<file path="src/rtl/instmem_loader.sv">
// instmem_loader: splits 32-bit instruction words into four byte writes for a
// byte-wide instruction memory. Byte order follows ENDIANNESS. The write
// pointer wraps at MEM_SIZE. Back-to-back words stream with no idle cycle.
module instmem_loader #(
    parameter int ENDIANNESS = 0,
    parameter int MEM_SIZE   = 10,
    parameter int ADDR_WIDTH = 4
) (
    input  logic                  clock,
    input  logic                  reset,
    input  logic                  addr_load,
    input  logic [ADDR_WIDTH-1:0] addr_in,
    input  logic                  word_valid,
    input  logic [31:0]           word_data,
    output logic                  word_ready,
    output logic                  mem_we,
    output logic [ADDR_WIDTH-1:0] mem_addr,
    output logic [7:0]            mem_wdata,
    output logic                  busy,
    output logic                  addr_err,
    output logic [7:0]            words_written
);

    typedef enum logic {
        IDLE,
        WRITE
    } state_t;

    localparam logic [ADDR_WIDTH-1:0] LAST   = ADDR_WIDTH'(MEM_SIZE - 1);
    localparam logic [ADDR_WIDTH:0]   SIZE_W = (ADDR_WIDTH + 1)'(MEM_SIZE);

    state_t                  state, state_nxt;
    logic [1:0]              idx, idx_nxt;
    logic [ADDR_WIDTH-1:0]   ptr, ptr_nxt;
    logic [ADDR_WIDTH-1:0]   ptr_base;
    logic [31:0]             wbuf, wbuf_nxt;
    logic                    we_nxt;
    logic [ADDR_WIDTH-1:0]   addr_nxt;
    logic [7:0]              wdata_nxt;
    logic                    err_nxt;
    logic [7:0]              cnt_nxt;
    logic                    accept;
    logic                    addr_ok;

    // Byte k of a word in memory order for the configured endianness.
    function automatic logic [7:0] pick(input logic [31:0] w, input logic [1:0] k);
        int unsigned sh;
        logic [31:0] t;
        if (ENDIANNESS == 0)
            sh = 24 - 8 * int'(k);
        else
            sh = 8 * int'(k);
        t = w >> sh;
        return t[7:0];
    endfunction

    // Pointer increment with wrap at the end of the memory.
    function automatic logic [ADDR_WIDTH-1:0] inc(input logic [ADDR_WIDTH-1:0] p);
        if (p == LAST)
            return '0;
        else
            return p + 1'b1;
    endfunction

    assign busy    = (state == WRITE);
    assign addr_ok = ({1'b0, addr_in} < SIZE_W);

    // Ready in IDLE or on the last byte of a word; forced low while in reset.
    always_comb begin
        word_ready = !reset && ((state == IDLE) || (idx == 2'd3));
    end

    assign accept = word_valid && word_ready;

    // Next-state, pointer and registered memory-port values.
    always_comb begin
        state_nxt = state;
        idx_nxt   = idx;
        ptr_nxt   = ptr;
        wbuf_nxt  = wbuf;
        we_nxt    = 1'b0;
        addr_nxt  = ptr;
        wdata_nxt = mem_wdata;
        err_nxt   = 1'b0;
        cnt_nxt   = words_written;
        ptr_base  = ptr;

        // A valid address load in IDLE takes effect before a same-edge word.
        if (state == IDLE && addr_load) begin
            if (addr_ok)
                ptr_base = addr_in;
            else
                err_nxt = 1'b1;
        end

        if (state == WRITE && idx == 2'd3)
            cnt_nxt = words_written + 8'd1;

        if (state == WRITE && idx != 2'd3) begin
            // Continue with the next byte of the latched word.
            we_nxt    = 1'b1;
            addr_nxt  = ptr;
            wdata_nxt = pick(wbuf, idx + 2'd1);
            ptr_nxt   = inc(ptr);
            idx_nxt   = idx + 2'd1;
        end else if (accept) begin
            // Byte 0 comes straight from the bus so it issues without a bubble.
            state_nxt = WRITE;
            idx_nxt   = 2'd0;
            wbuf_nxt  = word_data;
            we_nxt    = 1'b1;
            addr_nxt  = ptr_base;
            wdata_nxt = pick(word_data, 2'd0);
            ptr_nxt   = inc(ptr_base);
        end else begin
            state_nxt = IDLE;
            idx_nxt   = 2'd0;
            ptr_nxt   = ptr_base;
            addr_nxt  = ptr_base;
        end
    end

    // State and output registers with asynchronous reset.
    always_ff @(posedge clock or posedge reset) begin
        if (reset) begin
            state         <= IDLE;
            idx           <= 2'd0;
            ptr           <= '0;
            wbuf          <= '0;
            mem_we        <= 1'b0;
            mem_addr      <= '0;
            mem_wdata     <= '0;
            addr_err      <= 1'b0;
            words_written <= '0;
        end else begin
            state         <= state_nxt;
            idx           <= idx_nxt;
            ptr           <= ptr_nxt;
            wbuf          <= wbuf_nxt;
            mem_we        <= we_nxt;
            mem_addr      <= addr_nxt;
            mem_wdata     <= wdata_nxt;
            addr_err      <= err_nxt;
            words_written <= cnt_nxt;
        end
    end

endmodule

</file>
<file path="config.mk">
export PLATFORM = sky130hd
export DESIGN_NAME = instmem_loader
export DESIGN_NICKNAME = d
export VERILOG_FILES = /design/src/rtl/instmem_loader.sv
export SDC_FILE = /design/constraint.sdc
export NUM_CORES = 1
export LEC_CHECK = 0
export ABC_AREA = 1
export BUFFER_PORTS_ARGS = -buffer_cell sky130_fd_sc_hd__buf_4
export CORE_MARGIN = 10
export CORE_UTILIZATION = 35
export CTS_CLUSTER_DIAMETER = 100
export DETAILED_ROUTE_END_ITERATION = 10
export GPL_TIMING_DRIVEN = 0
export PLACE_DENSITY_LB_ADDON = 0.25
export SLEW_MARGIN = 10
export SYNTH_ARGS = -nofsm -noshare
export SYNTH_HDL_FRONTEND = slang
export SYNTH_SLANG_ARGS = --single-unit
</file>
<file path="constraint.sdc">
create_clock -name clock -period 1.8 [get_ports clock]
set_input_delay 0 -clock clock [delete_from_list [all_inputs] [get_ports clock]]
set_output_delay 0 -clock clock [all_outputs]
set_load 0.05 [all_outputs]
</file>
## After elaboration in Yosys (flattened, before gate mapping)

Cells that the tools add are included.
W data, S select, Z words.

- Output and inout bits: 24
- Input port bits: 40
- Word-level logic and storage cells: 49
- Register bits: 61

- Mux-type cells: 17
- Order comparisons: 1
- Equal/unequal tests: 4
- Reduce and logical (&&, ||, !) cells: 9
- Bitwise operators: 2
- Shifts and indexed selects: 2
- $add $sub $neg: 5

Operator list:

| operator | number |
|---|---|
| $mux W32 | 3 |
| $shr A32 B32 Y8 | 2 |
| $mux W4 | 7 |
| $mux W8 | 2 |
| $add A4 B1 Y4 const B | 2 |
| $add A8 B1 Y8 const B | 1 |
| $eq A4 B4 Y1 const B | 2 |
| $sub A5 B5 Y6 const A | 1 |
| $logic_and A1 B1 Y1 | 5 |
| $lt A4 B4 Y1 const B | 1 |
| $mux W1 | 4 |
| $add A2 B1 Y2 const B | 1 |
| $eq A2 B2 Y1 const B | 1 |
| $mux W2 | 1 |
| $ne A2 B2 Y1 const B | 1 |
| $not A1 Y1 | 2 |
| $reduce_and A2 Y1 | 1 |
| $reduce_bool A2 Y1 | 1 |
| $logic_not A1 Y1 | 1 |
| $logic_or A1 B1 Y1 | 1 |

## Logic depth before layout (Yosys ltp)

- Depth after elaboration: 9
- Depth in mapped cells: 11
- Mapped depth without buffers: 11

## Worst setup path before layout

OpenSTA, ideal clock, no wires.

- Kind: register -> register
- Start point: reg state, in the netlist busy
- End point: reg ptr[0]
- Stages on the path, launching flop included: 10
- Required time: 1666 ps
- Arrival: 1575 ps
- Path slack: 92 ps
- Path through: dfrtp_1 inv_1 nand2_1 inv_1 nand2_1 nand2_1 and2_1 or2_1 nand3_1 o21ai_0

- Longest elaborated chain between the ends: 7

RTL lines:

| element | line | text |
|---|---|---|
| from (decl) | 32 | `state_t state, state_nxt;` |
| from (signal assigned) | 136 | `state <= state_nxt;` |
| $not A1 Y1 | 70, 89 |  |
| $logic_and A1 B1 Y1 | 89 | `if (state == IDLE && addr_load) begin` |
| $mux W4 | 89 |  |
| $add A4 B1 Y4 / $eq A4 B4 Y1 (equally long branches) | 62, 59 |  |
| $mux W4 | 59 | `if (p == LAST)` |
| $mux W4 | 106 | `end else if (accept) begin` |
| $mux W4 * | 99 | `if (state == WRITE && idx != 2'd3) begin` |
| net ptr_nxt[0] | 34 | `logic [ADDR_WIDTH-1:0] ptr, ptr_nxt;` |
| to (signal assigned) | 138 | `ptr <= ptr_nxt;` |
| to (decl) | 34 |  |

Mark *: on every way through the listed nets, which the timed path passes. The rest lies on a longest branch.
A chain may end at the register's enable or synchronous reset.

## Final worst setup path

- Start point: reg idx[0]
- End point: reg ptr[3]

- Longest elaborated chain between the ends: 6

RTL lines:

| element | line | text |
|---|---|---|
| from (decl) | 33 | `logic [1:0] idx, idx_nxt;` |
| from (signal assigned) | 137 | `idx <= idx_nxt;` |
| $eq A2 B2 Y1 | 70 | `word_ready = !reset && ((state == IDLE) \|\| (idx == 2'd3));` |
| $logic_or A1 B1 Y1 | 70 |  |
| $logic_and A1 B1 Y1 | 70 |  |
| $logic_and A1 B1 Y1 | 73 | `assign accept = word_valid && word_ready;` |
| $mux W4 | 106 |  |
| $mux W4 * | 99 |  |
| net ptr_nxt[3] | 34 |  |

Marks and branches as above.

==> impl_results.md <==
* Share of cells above drive strength 1 at 22.3%
* Switching Fraction at 45.1%
* Antenna diode count at 0
* Post-synth EDFFs at 0
* Sequential area share after synthesis at 56.5%
* Setup WS post-layout at 0.0540 ns
* R2R Path Start: idx[0]
* Sum Neg Setup Slack at 0 ns
* Vias at 2,501
* Die width at 108 µm
* Reg area at 0.00153 mm²
* Via-per-instance ratio at 4.64
* Clk network pwr share at 15.2%
* Worst Setup Path Type: reg2reg
* Initial DRC Count at 134
* CTS tree: yes
* Root buf cell: clkbuf_8
* Aggregate global-route resource usage at 12.9%
* Worst-path maximum fanout at 10
* Post-Synthesis Cells at 321
* Vias in the first global route at 2,612
* Number of synthesized register bits at 61
* # setup viols final at 0
* Power density of the placed cells at 1730 mW/mm²
* Cts bufs inserted at 9
* Setup crit start kind: register
* Die area at 0.0116 mm²
* Design Area, Final at 0.00388 mm²
* Hold path cells at 3
* Worst vdd ir at 0.000745 V
* CP endpoint kind: register
* Yosys warning count at 0
* Syn Std Cell Area at 0.00270 mm²
* Detail Route Antenna Nets at 0
* Max_slew headroom at 51.2%
* Yosys top cell area share at 56.5%
* DRT Pass-1 Iters at 4
* Area leader, netlist: dfrtp_1
* CP max stage cell: dfrtp_1
* CP cell instances: ha_1 -> nor2_4 -> inv_2 -> clkbuf_1 -> a221oi_1 -> o21ai_0 -> nand2_1
* DP Worst Slack at -0.0406 ns
* Post-DP HPWL at 5.08 mm
* Cell Rows at 31
* Residual DRC count at 0
* Combinational share of power at 49.3%
* Most frequent cells in the layout: nand2_1 (148), buf_4 (69), dfrtp_1 (61), dlygate4sd3_1 (36), a21oi_1 (17)
* Total grt overflow at 0
* P_leak at 2.03 nW
* RePlAce Congestion at 0.830
* Fmax at 0.573 GHz
* Hold/Removal Path Class: in2reg
* First-pass GRT wire length at 12.1 mm
* Internal power at 3.69 mW
* Initial Util at 36.7%
* Dpl cells at 483
* Final net count at 478
* Initial antenna violation count at 0
* Routed len/inst at 13.6 µm
* Hold Startpoint: addr_in[1]
* Minimum clock period at 1.75 ns
* Post-Syn Area per Cell at 8.42 µm²
* DP Area at 0.00330 mm²
* R2R depth at 7
* RSZ-0062 raised after global routing: true
* Distinct cells, synth at 25
* Switching power at 3.03 mW
* Crit path DAT at 2.01 ns
* Largest net degree at the start of global routing at 62
* Fin. max-slew vios at 0
* Final Hold Fails at 0
* Height of the die at 108 µm
* H-tree depth reported by CTS at 3
* Worst Max-Slew Pin Slew at 0.732 ns
* Multi-input logic area at 0.00107 mm²
* Io pins at 64
* Synth-to-layout area growth at 43.8%
* Delay of the slowest cell on the worst path at 0.38 ns
* Critical Path Source: idx[0]
* Synth area leaders: dfrtp_1 (56%), nand2_1 (21%), a21oi_1 (3.1%)
* Worst Skew at 0.00578 ns
* Net Count, Synth at 363
* Finished Layout Cells at 539
* Final period util at 97.0%
* Status: complete, no violations
* Worst EP required at 2.07 ns
* Commonest non-fill, non-tap cell in the layout: nand2_1
* Sequential share of power at 35.4%
* Async S/R FF share, synth at 100%
* Clk_lat worst skew at 0.33 ns
* Worst hold margin at 0.0150 ns
* Post-layout util at 52.7%
* Clk sink count at 61
* Max Cap Viol at 0
* Clock Path Buffers at 2
* Pwr Total at 6.72 mW
* WL final at 7.34 mm
* Synth Flop Type: dfrtp_1
* Worst-path clk slew at 0.07 ns
* Filler cells at 710
* Core Region at 0.00737 mm²
* IO Port Bufs at 63
critical path, delay by kind of cell (launching register included):
| family | cells | cell delay, ns |
|---|---|---|
| adder cells (fa/ha/maj) | 1 | 0.24 |
| AND/OR/NAND/NOR | 2 | 0.30 |
| flip-flops | 1 | 0.38 |
| AO/OA/AOI/OAI | 2 | 0.36 |
| buffers and inverters | 2 | 0.39 |
what timing repair did:
| item | CTS | global route |
|---|---|---|
| buffers inserted | 1 | 4 |
| resized for setup | 1 | 6 |
| pin swaps | 1 | 1 |
| setup endpoints to repair | 5 | 21 |
| hold buffers | 36 | 0 |
| cloned | 1 | 1 |
| endpoints found under the hold margin | 103 | 0 |
layout make-up:
class / count / area share, %
Sequential cell: 61 / 39.3
Multi-Input combinational cell: 230 / 27.6
Timing Repair Buffer: 104 / 22.4
Clock buffer: 13 / 3.83
Tap cell: 99 / 3.19
Inverter: 20 / 2.16
Buffer: 9 / 1.16
Clock inverter: 2 / 0.258
Timing Repair inverter: 1 / 0.129
sequential cells by signal (all words and copies together) (netlist names):
register,flops
ptr,4
idx,2
busy,1
wbuf,32
mem_addr,4
words_written,8
addr_err,1
mem_we,1
mem_wdata,8
synthesized netlist by cell type, types with 2 or more instances:
cell	instances
nor3_1	2
a221o_1	8
a21oi_1	17
o21ai_0	4
xor2_1	5
nand3_1	16
inv_2	2
nand2_1	148
nor2_1	16
ha_1	2
xnor2_1	2
o21ai_1	2
buf_2	5
inv_1	17
clkbuf_1	5
dfrtp_1	61
path summary, 6_finish.rpt:
kind,endpoint,slack [ns]
setup / recovery,ptr[3],0.05
setup reg to reg,ptr[3],0.05
min in group asynchronous,ptr[2],0.39
hold reg to reg,wbuf[20],0.47
hold / removal,mem_addr[1],0.02
max in group asynchronous,wbuf[14],0.92
power groups by stage:
stage	clock network (mW)	logic [mW]	registers, mW
after floorplan	0	1.59	3.01
after global placement	0	3.10	2.38
after detailed placement	0	3.15	2.40
after CTS	1.05	3.26	2.38
after global routing	1.11	3.70	2.46
final	1.02	3.32	2.38
per-layer routing:
layer  vias to the layer above  global-route usage (%)  wire length [µm]  share of wire [%]
met3                        11                    3.35               494                6.7
met4                         0                    5.44               147                2.0
met2                        73                    20.8              3540                 48
met5                         -                       0                 0                  0
met1                      1167                    16.1              3160                 43
li1                       1250                       -                 -                  -
logic make-up after synthesis:
family,count (synthesis),synth area share [%]
XOR/XNOR,7,2.27
flip-flops,61,56.5
AND/OR/NAND/NOR,187,27.8
AO/OA/AOI/OAI,33,7.82
adder cells (fa/ha/maj),2,0.926
buffers and inverters,31,4.68
(Power assumes the default switching activity.)
